$ cat config.mk
export PLATFORM = sky130hd
export DESIGN_NAME = noise_ctrl
export DESIGN_NICKNAME = d
export VERILOG_FILES = /design/src/rtl/noise_pkg.sv /design/src/rtl/noise_fifo.sv /design/src/rtl/noise_ctrl.sv
export SDC_FILE = /design/constraint.sdc
export NUM_CORES = 1
export LEC_CHECK = 0
export ABC_CLOCK_PERIOD_IN_PS = 7450
export CORE_MARGIN = 2
export CORE_UTILIZATION = 50
export CTS_CLUSTER_SIZE = 28
export DETAILED_ROUTE_END_ITERATION = 8
export HOLD_SLACK_MARGIN = 0.05
export MAX_ROUTING_LAYER = met4
export PLACE_DENSITY = 0.7
export SYNTH_ARGS = -nofsm -noshare
export SYNTH_HDL_FRONTEND = slang
export SYNTH_HIERARCHICAL = 1
export SYNTH_SLANG_ARGS = --single-unit
export TNS_END_PERCENT = 10
$ cat constraint.sdc
create_clock -name CK -period 7.45 [get_ports CK]
set_input_delay 1.1175 -clock CK [delete_from_list [all_inputs] [get_ports CK]]
set_output_delay 1.1175 -clock CK [all_outputs]
set_load 0.05 [all_outputs]
$ cat src/rtl/noise_pkg.sv
// Shared types and default parameters for the Gaussian noise run controller.
// The controller and its output FIFO both import this package.
package noise_pkg;

    localparam int DW_DEF         = 24;
    localparam int CNT_W_DEF      = 16;
    localparam int WARMUP_DEF     = 1032;
    localparam int FIFO_DEPTH_DEF = 4;

    typedef enum logic [2:0] {
        IDLE  = 3'd0,
        START = 3'd1,
        WARM  = 3'd2,
        RUN   = 3'd3,
        DRAIN = 3'd4,
        DONE  = 3'd5
    } state_t;

endpackage

$ cat src/rtl/noise_fifo.sv
// Small synchronous output FIFO. The head entry is read straight from the
// storage registers, so it is visible the cycle after it is pushed.
module noise_fifo
    import noise_pkg::*;
#(
    parameter int DW    = DW_DEF,
    parameter int DEPTH = FIFO_DEPTH_DEF
) (
    input  logic                       i_ck,
    input  logic                       i_rb,
    input  logic                       i_push,
    input  logic [DW-1:0]              i_din,
    input  logic                       i_pop,
    output logic [DW-1:0]              o_dout,
    output logic [$clog2(DEPTH):0]     o_occ,
    output logic                       o_empty,
    output logic                       o_full
);

    localparam int AW = $clog2(DEPTH);
    localparam int OW = AW + 1;

    logic [DW-1:0] r_mem [DEPTH];
    logic [AW-1:0] r_wr;
    logic [AW-1:0] r_rd;
    logic [OW-1:0] r_occ;
    logic          w_empty;
    logic          w_full;
    logic          w_do_push;
    logic          w_do_pop;

    assign w_empty   = (r_occ == '0);
    assign w_full    = (r_occ == OW'(DEPTH));
    assign w_do_pop  = i_pop && !w_empty;
    // A push into a full FIFO is only accepted when the head leaves in the same cycle.
    assign w_do_push = i_push && (!w_full || w_do_pop);

    // Storage, pointers and occupancy.
    always_ff @(posedge i_ck) begin
        if (i_rb) begin
            for (int i = 0; i < DEPTH; i++) begin
                r_mem[i] <= '0;
            end
            r_wr  <= '0;
            r_rd  <= '0;
            r_occ <= '0;
        end else begin
            if (w_do_push) begin
                r_mem[r_wr] <= i_din;
                r_wr        <= r_wr + AW'(1'b1);
            end
            if (w_do_pop) begin
                r_rd <= r_rd + AW'(1'b1);
            end
            case ({w_do_push, w_do_pop})
                2'b10:   r_occ <= r_occ + OW'(1'b1);
                2'b01:   r_occ <= r_occ - OW'(1'b1);
                default: r_occ <= r_occ;
            endcase
        end
    end

    assign o_dout  = r_mem[r_rd];
    assign o_occ   = r_occ;
    assign o_empty = w_empty;
    assign o_full  = w_full;

endmodule

$ cat src/rtl/noise_ctrl.sv
// Run controller for the Gaussian noise datapath: start pulse, warm-up hold-off,
// then a counted (or open-ended) sample stream over valid/ready with backpressure.
module noise_ctrl
    import noise_pkg::*;
#(
    parameter int DW         = DW_DEF,
    parameter int CNT_W      = CNT_W_DEF,
    parameter int WARMUP     = WARMUP_DEF,
    parameter int FIFO_DEPTH = FIFO_DEPTH_DEF
) (
    input  logic             CK,
    input  logic             RB,
    input  logic             cmd_go,
    input  logic [CNT_W-1:0] cmd_len,
    input  logic             cmd_stop,
    output logic             ST,
    output logic             EN,
    input  logic [DW-1:0]    C,
    output logic [DW-1:0]    m_data,
    output logic             m_valid,
    input  logic             m_ready,
    output logic             busy,
    output logic             done
);

    localparam int OW     = $clog2(FIFO_DEPTH) + 1;
    localparam int WARM_W = (WARMUP > 1) ? $clog2(WARMUP) : 1;

    state_t           r_state;
    state_t           w_state_nxt;
    logic [CNT_W-1:0] r_len;
    logic [CNT_W-1:0] r_iss;
    logic [CNT_W-1:0] r_dlv;
    logic [WARM_W-1:0] r_warm;
    logic             r_en_q;

    logic             w_en;
    logic             w_room;
    logic [OW:0]      w_fill;
    logic [OW-1:0]    w_occ;
    logic             w_empty;
    logic             w_full;
    logic [DW-1:0]    w_dout;
    logic             w_pop;
    logic             w_drain_last;

    noise_fifo #(
        .DW    (DW),
        .DEPTH (FIFO_DEPTH)
    ) u_fifo (
        .i_ck    (CK),
        .i_rb    (RB),
        .i_push  (r_en_q),
        .i_din   (C),
        .i_pop   (w_pop),
        .o_dout  (w_dout),
        .o_occ   (w_occ),
        .o_empty (w_empty),
        .o_full  (w_full)
    );

    assign w_pop  = !w_empty && m_ready;
    // Each sample still in the datapath pipe owns a FIFO slot before the next is issued.
    assign w_fill = {1'b0, w_occ} + {{OW{1'b0}}, r_en_q};
    assign w_room = !w_full && (w_fill < (OW + 1)'(FIFO_DEPTH));
    // Last pop (or nothing left at all) while no sample is still in flight.
    assign w_drain_last = !r_en_q && (w_empty || ((w_occ == OW'(1'b1)) && m_ready));

    // Datapath clock-enable.
    always_comb begin
        w_en = 1'b0;
        case (r_state)
            START, WARM: w_en = 1'b1;
            RUN:         w_en = ((r_len == '0) || (r_iss != '0)) && w_room;
            default:     w_en = 1'b0;
        endcase
    end

    // Next-state logic.
    always_comb begin
        w_state_nxt = r_state;
        case (r_state)
            IDLE: begin
                if (cmd_go) w_state_nxt = START;
                else        w_state_nxt = IDLE;
            end
            START: w_state_nxt = WARM;
            WARM: begin
                if (cmd_stop)            w_state_nxt = DONE;
                else if (r_warm == '0)   w_state_nxt = RUN;
                else                     w_state_nxt = WARM;
            end
            RUN: begin
                if (cmd_stop || ((r_len != '0) && (r_iss == CNT_W'(1'b1)) && w_en))
                    w_state_nxt = DRAIN;
                else
                    w_state_nxt = RUN;
            end
            DRAIN: begin
                if (w_drain_last) w_state_nxt = DONE;
                else              w_state_nxt = DRAIN;
            end
            DONE:    w_state_nxt = IDLE;
            default: w_state_nxt = IDLE;
        endcase
    end

    // State, run counters and the in-flight flag.
    always_ff @(posedge CK) begin
        if (RB) begin
            r_state <= IDLE;
            r_len   <= '0;
            r_iss   <= '0;
            r_dlv   <= '0;
            r_warm  <= '0;
            r_en_q  <= 1'b0;
        end else begin
            r_state <= w_state_nxt;
            // Only enables issued in RUN produce samples; warm-up output is discarded.
            r_en_q  <= (r_state == RUN) && w_en;
            case (r_state)
                IDLE: begin
                    if (cmd_go) begin
                        r_len <= cmd_len;
                        r_iss <= cmd_len;
                        r_dlv <= cmd_len;
                    end
                end
                START: r_warm <= WARM_W'(WARMUP - 1);
                WARM: begin
                    if (r_warm != '0) r_warm <= r_warm - WARM_W'(1'b1);
                end
                RUN: begin
                    if (w_en && (r_len != '0) && (r_iss != '0))
                        r_iss <= r_iss - CNT_W'(1'b1);
                end
                default: r_warm <= r_warm;
            endcase
            if (w_pop && (r_len != '0) && (r_dlv != '0))
                r_dlv <= r_dlv - CNT_W'(1'b1);
        end
    end

    assign ST      = (r_state == START);
    assign EN      = w_en;
    assign busy    = (r_state != IDLE);
    assign done    = (r_state == DONE);
    assign m_valid = !w_empty;
    assign m_data  = w_dout;

endmodule

Yosys cells after proc, flatten, opt, wreduce, memory -nomap -nowiden

Memories as Yosys holds them, arrays and structs flattened. A register that Yosys moved wholly into a read port is not among the register bits.
Cells that the tools add are included.

Reductions and logical operators: 35
Mux-type cells: 23
Equality and inequality tests: 13
Magnitude comparators: 1
Add/sub/neg operators: 7

Operators by type and width:

| cell                                                                    | count |
|---|---|
| 16-bit two-way mux                                                      | 2 |
| 16-bit one-hot mux with 2 select lines                                  | 1 |
| 16-bit nonzero test                                                     | 2 |
| 24-bit two-way mux                                                      | 1 |
| 24-bit OR reduction                                                     | 1 |
| 11-bit one-hot mux with 2 select lines                                  | 1 |
| 16-bit by 1-bit equality test with 1-bit output (second input constant) | 1 |
| 16-bit logical NOT                                                      | 1 |
| 16-bit by 1-bit subtractor with 16-bit output (second input constant)   | 1 |
| 3-bit one-hot mux with 5 select lines                                   | 1 |
| 1-bit logical AND                                                       | 12 |
| 11-bit logical NOT                                                      | 1 |
| 11-bit two-way mux                                                      | 1 |
| 11-bit nonzero test                                                     | 1 |
| 11-bit by 1-bit subtractor with 11-bit output (second input constant)   | 1 |
| 3-bit equality test (second input constant)                             | 3 |
| 1-bit two-way mux                                                       | 9 |
| 3-bit by 1-bit equality test with 1-bit output (second input constant)  | 2 |
| 3-bit by 2-bit equality test with 1-bit output (second input constant)  | 2 |
| 3-bit logical NOT                                                       | 2 |
| 2-bit two-way mux                                                       | 3 |
| 3-bit two-way mux                                                       | 2 |
| 3-bit one-hot mux with 2 select lines                                   | 1 |
| 2-bit nonzero test                                                      | 3 |
| other kinds (16)                                                        | 24 |

Logic and storage cells: 88
Register bits after elaboration: 54
Memories: 1
Bits of input ports: 45
RAM bits: 96

Memory list:

| memory       | words | bits a word | read ports | clocked after Yosys merged registers in | wr ports | line             | text |
|---|---|---|---|---|---|---|---|
| u_fifo.r_mem | 4     | 24          | 1          | 1                                       | 4        | noise_fifo.sv:23 | `logic [DW-1:0] r_mem [DEPTH];` |

Longest topological paths before layout

Gate-level depths: netlist of run 1.

Word-level depth: 11
Depth in mapped cells: 9
Mapped depth without buffers: 8

By module

Netlist of run 1, hierarchy kept.

Modules (own cells, without submodules):

| module     | cells an instance | instances | sequential area each (um^2) | area each (um^2) |
|---|---|---|---|---|
| noise_fifo | 288               | 1         | 3062.9                      | 4655.7 |
| noise_ctrl | 326               | 1         | 940.9                       | 2539.9 |

Worst setup path before layout of run 1

OpenSTA, ideal clock, no wires.

Path type: input -> register
From: input port m_ready
To: memory u_fifo/r_mem[2][0] (netlist bit), enable pin
Cell stages on the path: 4
Arrival time: 2.915 ns
Path buffers: 0
Setup slack: 4.125 ns
Library setup time: 0.410 ns
Required time: 7.040 ns
Path through: nor2b_1 > or4b_4 > nand2_1 > o21bai_1

RTL lines:

| what            | line             | text |
|---|---|---|
| start, declared | noise_ctrl.sv:21 | `input logic m_ready,` |
| end, declared   | noise_fifo.sv:23 |  |

Worst setup path after layout of run 1

From: register r_iss[4]
To: output port EN

Longest elaborated chain between the ends: 4

RTL lines:

| what                                  | line              | text |
|---|---|---|
| start, declared                       | noise_ctrl.sv:32  | `logic [CNT_W-1:0] r_iss;` |
| start signal, assigned                | noise_ctrl.sv:125 | `r_iss <= cmd_len;` |
| start signal, assigned                | noise_ctrl.sv:135 | `r_iss <= r_iss - CNT_W'(1'b1);` |
| 16-bit nonzero test                   | noise_ctrl.sv:74  | `RUN: w_en = ((r_len == '0) \|\| (r_iss != '0)) && w_room;` |
| 1-bit logical OR                      | noise_ctrl.sv:74  |  |
| 1-bit logical AND                     | noise_ctrl.sv:74  |  |
| 1-bit one-hot mux with 2 select lines | noise_ctrl.sv:72  | `case (r_state)` |
| end, declared                         | noise_ctrl.sv:17  | `output logic EN,` |

No other way between the ends.

==> impl_metrics.env, run 1 <==
export IMPL_grt_pass1_wl_um=24300
export IMPL_switching_share_pct=27.3
export IMPL_whs_ps=464
export IMPL_maxCapViolCount=0
export IMPL_yosys_warnings=6
export IMPL_cts_repair_resized=0
export IMPL_min_from="r_len[2]"
export IMPL_vias=4856
export IMPL_yosys_register_bits=152
export IMPL_vias_per_cell=5.58
export IMPL_p_clk_share_pct=39.0
export IMPL_setup_viol=0
export IMPL_cts_clk_slew_worst_paths_ps=70
export IMPL_synthCells=614
export IMPL_synth_area_leaders="edfxtp_1 40%, dfxtp_1 16%, mux4_2 7.5%"
export IMPL_chipWidth_um=124
export IMPL_nNetsFinal=728
export IMPL_slew_viol_final=0
export IMPL_first_global_vias=4746
export IMPL_final_cell_mix="96 x edfxtp_1, 84 x and2_1, 72 x clkdlybuf4s50_1"
export IMPL_post_cts_setup_buffers=0
export IMPL_finalHoldViolCount=0
export IMPL_area_growth_pct=19.2
export IMPL_drtIter0Drc=451
export IMPL_intPower_mw=1.47
export IMPL_min_period_ps=4100
export IMPL_synth_nets=664
export IMPL_avgSynthCellArea_um2=11.7
export IMPL_die_area_mm2=0.0154
export IMPL_min_path_cells=2
export IMPL_start_kind="flop"
export IMPL_clk_latency_ps=420
export IMPL_cts_tree="done"
export IMPL_cts_sinks=152
export IMPL_finClkSkew_ps=9.18
export IMPL_whs_endpoint="r_len[2]"
export IMPL_max_slew_margin_pct=39.2
export IMPL_worst_pin_slew_ps=912
export IMPL_endpoint_kind="output port"
export IMPL_netlist_top_cell_by_area="edfxtp_1"
export IMPL_holdBufCountCts=0
export IMPL_num_rows=43
export IMPL_power_leakage_nw=3.10
export IMPL_rr_worst_depth=7
export IMPL_wl_per_cell_um=17.4
export IMPL_final_util_pct=61.3
export IMPL_r2r_slack_ps=4520
export IMPL_synth_edf_count=96
export IMPL_p_per_area_mw_per_mm2=236
export IMPL_diodes=0
export IMPL_grt_max_degree=56
export IMPL_fill_cells=1153
export IMPL_critical_path_class="reg -> out"
export IMPL_grt_overflow_total=0
export IMPL_worstPathMaxFanout=9
export IMPL_ir_worst_vdd_v=0.000135
export IMPL_ys_seq_area_share_pct=55.6
export IMPL_p_total_mw=2.02
export IMPL_drive_above_1_share_pct=15.1
export IMPL_p_sw_mw=0.553
export IMPL_syn_area_mm2=0.00720
export IMPL_drc=0
export IMPL_firstDrtPassIters=5
export IMPL_cp_data_arrival_time_ps=2990
export IMPL_place_gp_congestion=0.820
export IMPL_synth_flop_cell="edfxtp_1"
export IMPL_cp_required_ps=6330
export IMPL_htree_levels=4
export IMPL_r2r_end="u_fifo/r_mem[0][5]"
export IMPL_fmax_mhz=244
export IMPL_pwr_share_comb_pct=13.4
export IMPL_ant_nets=0
export IMPL_rsz0062_at_grt="false"
export IMPL_die_y_um=124
export IMPL_hold_path_class="reg -> reg"
export IMPL_seqPwrFrac_pct=47.5
export IMPL_place_port_buffers=73
export IMPL_wl_um=15100
export IMPL_numCtsBuffers=17
export IMPL_gr_usage_all_layers_pct=21.7
export IMPL_r2r_start="u_fifo/o_occ[2]"
export IMPL_core_mm2=0.0140
export IMPL_timing_setup_tns_ps=0
export IMPL_yosys_cell_types_count=65
export IMPL_ios=74
export IMPL_initial_core_util_pct=51.4
export IMPL_outcome="complete, no violations"
export IMPL_finalCritPeriodShare_pct=55.1
export IMPL_async_flop_share_pct=0
export IMPL_final_common_cell="edfxtp_1"
export IMPL_cts_buffer_depth=2
export IMPL_multi_input_area_mm2=0.00295
export IMPL_clock_root_buffer="clkbuf_16"
export IMPL_regArea_mm2=0.00401
export IMPL_hpwl_um=9750
export IMPL_antenna_found_initial=0
export IMPL_synth_top_area_share_pct=40.1
export IMPL_fin_ws_ps=3350
export IMPL_dp_slack_ps=3590
power by group through the flow:
stage          clock (mW)  combinational (mW)  sequential, mW
3_5_place_dp            0               0.272           0.979
4_1_cts             0.800               0.274           0.961
3_3_place_gp            0               0.266           0.976
5_1_grt             0.836               0.300           0.967
6_report            0.790               0.272           0.961
2_1_floorplan           0               0.197           0.969
sequential cells by signal, indices dropped and copies added (netlist names), 2 cells and up, named ones only:
signal,count
u_fifo/r_mem,96
u_fifo/r_wr,2
r_iss,16
r_state,3
u_fifo/r_rd,2
r_warm,11
r_len,16
u_fifo/o_occ,3
cell families (layout without fill, tap and decap cells):
kind of cell	after synthesis	after routing	share of synthesized area (%)
flops	152	152	55.6
simple gates	271	271	22.2
fa+ha+maj	5	5	0.974
mux	25	25	7.67
compound gates	96	96	8.35
xor+xnor	13	13	1.58
buf+inv	52	129	3.56
per-layer routing:
metal | wire [um] | global-route usage [%] | up-vias
met5 | 0 | - | -
met4 | 150 | 6.32 | 0
met3 | 619 | 4.17 | 12
met2 | 7740 | 35.9 | 102
met1 | 6640 | 27.5 | 2385
li1 | - | - | 2357
worst max path at each step:
stage          startpoint                  end  slack, ps  cells past startpoint
2_1_floorplan     m_ready   u_fifo/r_mem[2][0]       4120                      4
3_3_place_gp      m_ready  u_fifo/r_mem[1][21]       3630                      6
3_5_place_dp      m_ready  u_fifo/r_mem[1][20]       3590                      6
4_1_cts          r_iss[4]                   EN       3320                      6
5_1_grt          r_iss[4]                   EN       3190                      6
6_report         r_iss[4]                   EN       3350                      6
area by class of cell:
cell class              instances  share of cell area (%)
well taps                     180                    2.63
inverters                      16                   0.700
flip-flops and latches        152                    46.7
multi-input cells             410                    34.4
clock buffers                  17                    4.96
clock inverters                15                    1.40
repair buffers                 81                    9.16
cell usage after synthesis (5+ instances only):
| library cell | n |
|---|---|
| a211oi_1 | 5 |
| a21oi_1 | 47 |
| a31oi_1 | 6 |
| and2_1 | 84 |
| and2_4 | 15 |
| buf_2 | 5 |
| buf_6 | 7 |
| clkbuf_1 | 21 |
| dfxtp_1 | 56 |
| edfxtp_1 | 96 |
| inv_1 | 16 |
| mux4_2 | 24 |
| nand2_1 | 47 |
| nand2b_1 | 7 |
| nand3_1 | 9 |
| nand4_1 | 5 |
| nor2_1 | 37 |
| nor3_1 | 13 |
| nor4_1 | 11 |
| o21ai_1 | 10 |
| or2_2 | 6 |
| or3_1 | 5 |
| or4_1 | 7 |
| xor2_1 | 9 |
per-stage QoR:
step	std cells	instance area [um^2]
final	871	8580
after detailed placement	839	8030
after global routing	871	8580
after global placement	839	8030
after CTS	871	8580
after floorplan	614	7200
critical path, cell delays in order (launching register included):
cell and delay [ps]:
dfxtp_1 350, or4_1 730, nor2b_1 220, nand2_1 90
o21ai_0 310, nand3_1 120, clkdlybuf4s50_1 720
Note: power is estimated with default switching activity, not from simulation.
==> inputs of run 2 (changes only) <==
--- a/config.mk
+++ b/config.mk
@@ -5,7 +5,7 @@
 export SDC_FILE = /design/constraint.sdc
 export NUM_CORES = 1
 export LEC_CHECK = 0
-export ABC_CLOCK_PERIOD_IN_PS = 7450
+export ABC_CLOCK_PERIOD_IN_PS = 4300
 export CORE_MARGIN = 2
 export CORE_UTILIZATION = 50
 export CTS_CLUSTER_SIZE = 28
==> constraint.sdc (replaced) <==
create_clock -name CK -period 4.3 [get_ports CK]
set_input_delay 0.645 -clock CK [delete_from_list [all_inputs] [get_ports CK]]
set_output_delay 0.645 -clock CK [all_outputs]
set_load 0.05 [all_outputs]
==> impl_metrics.env, run 2 (synthesized netlist as in run 1, its figures left out) <==
export IMPL_clk_latency_ps=420
export IMPL_grt_overflow_total=0
export IMPL_p_per_area_mw_per_mm2=416
export IMPL_place_gp_congestion=0.842
export IMPL_slew_viol_final=0
export IMPL_regMostFlops="u_fifo/r_mem"
export IMPL_wl_um=15200
export IMPL_first_global_vias=4749
export IMPL_power_leakage_nw=3.13
export IMPL_die_y_um=124
export IMPL_cts_clk_slew_worst_paths_ps=60
export IMPL_vias=4850
export IMPL_r2r_slack_ps=1400
export IMPL_instances_no_fill=873
export IMPL_endpoint_kind="output port"
export IMPL_cts_sinks=152
export IMPL_top_regs="u_fifo/r_mem (96), r_iss (16), r_len (16)"
export IMPL_wl_per_cell_um=17.4
export IMPL_chipWidth_um=124
export IMPL_antenna_found_initial=0
export IMPL_cp_data_arrival_time_ps=2980
export IMPL_post_cts_setup_buffers=0
export IMPL_final_cell_mix="96 x edfxtp_1, 84 x and2_1, 72 x clkdlybuf4s50_1"
export IMPL_cts_tree="done"
export IMPL_finalCritPeriodShare_pct=84.2
export IMPL_maxCapViolCount=0
export IMPL_rsz0062_at_grt="false"
export IMPL_clock_root_buffer="clkbuf_16"
export IMPL_setup_viol=0
export IMPL_grt_max_degree=35
export IMPL_cts_repair_resized=0
export IMPL_drive_above_1_share_pct=14.9
export IMPL_final_common_cell="edfxtp_1"
export IMPL_nNetsFinal=730
export IMPL_timing_setup_tns_ps=0
export IMPL_area_growth_pct=19.8
export IMPL_ant_nets=0
export IMPL_worstPathMaxFanout=9
export IMPL_firstDrtPassIters=5
export IMPL_hpwl_um=9630
export IMPL_core_mm2=0.0140
export IMPL_worst_pin_slew_ps=1040
export IMPL_finClkSkew_ps=5.15
export IMPL_num_rows=43
export IMPL_place_port_buffers=73
export IMPL_htree_levels=4
export IMPL_grt_pass1_wl_um=24200
export IMPL_drtIter0Drc=397
export IMPL_diodes=0
export IMPL_cts_buffer_depth=2
export IMPL_place_inst=841
export IMPL_initial_core_util_pct=51.4
export IMPL_min_period_ps=3620
export IMPL_ir_worst_vdd_v=0.000249
export IMPL_max_slew_margin_pct=30.8
export IMPL_gr_usage_all_layers_pct=21.6
export IMPL_hold_path_class="reg -> reg"
export IMPL_start_kind="flop"
export IMPL_numCtsBuffers=17
export IMPL_critical_path_class="reg -> out"
export IMPL_die_area_mm2=0.0154
export IMPL_ios=74
export IMPL_largest_reg_flops=96
export IMPL_outcome="complete, no violations"
export IMPL_cp_required_ps=3650
export IMPL_drc=0
export IMPL_fmax_mhz=276
export IMPL_vias_per_cell=5.56
export IMPL_finalHoldViolCount=0
export IMPL_holdBufCountCts=0
run 2: changes by cell type in the layout (fill, tap and decap cells not counted), sizes merged:
cell      change
bufinv        +2
clkbuf        +3
clkinvlp      -1
inv           -3
buf           +2
clkinv        -1
run 2: worst paths after layout:
path,startpoint,to,cells after the start
setup / recovery,r_iss[4],EN,6
hold reg to reg,r_len[7],r_len[7],2
setup reg to reg,u_fifo/o_occ[2],u_fifo/r_mem[1][22],6
hold / removal,r_len[7],r_len[7],2
run 2: critical path, stage by stage, from the launching register on:
cell and delay (ps):
dfxtp_1 360, or4_1 730, nor2b_1 230, nand2_1 90, o21ai_0 300, nand3_1 120
clkdlybuf4s50_1 720
run 2: layout make-up:
type | instances | area, um^2
timing repair buffer | 83 | 801
sequential | 152 | 4010
clock buffer | 20 | 447
clock inverter | 12 | 126
inverter | 16 | 60.1
tap | 180 | 225
fill | 1110 | 5370
multi-input combinational | 410 | 2950
run 2: report_power, final:
part	leakage [nW]	switching, mW	internal, mW	total [mW]
combinational	1.41	0.289	0.185	0.473
clock	0.270	0.581	0.866	1.45
sequential	1.45	0.0472	1.62	1.67
total	3.13	0.917	2.67	3.59
run 2: layer usage:
metal / track usage, % / vias to the layer above / wire length, um
li1: - / 2350 / -
met1: 25.5 / 2364 / 6540
met2: 36.7 / 120 / 7740
met3: 5.08 / 16 / 670
met4: 6.95 / 0 / 201
met5: - / - / 0
run 2: metrics by stage:
step / hold WS [ps] / power [mW] / util, % / worst slack, ps / cell area (um^2)
5_1_grt: 479 / 3.73 / 61.6 / 574 / 8620
3_5_place_dp: 453 / 2.17 / 57.5 / 917 / 8050
4_1_cts: 461 / 3.62 / 61.6 / 675 / 8620
3_3_place_gp: 443 / 2.15 / 57.5 / 972 / 8050
2_1_floorplan: 436 / 2.02 / - / 1450 / 7200
6_report: 462 / 3.59 / 61.6 / 679 / 8620
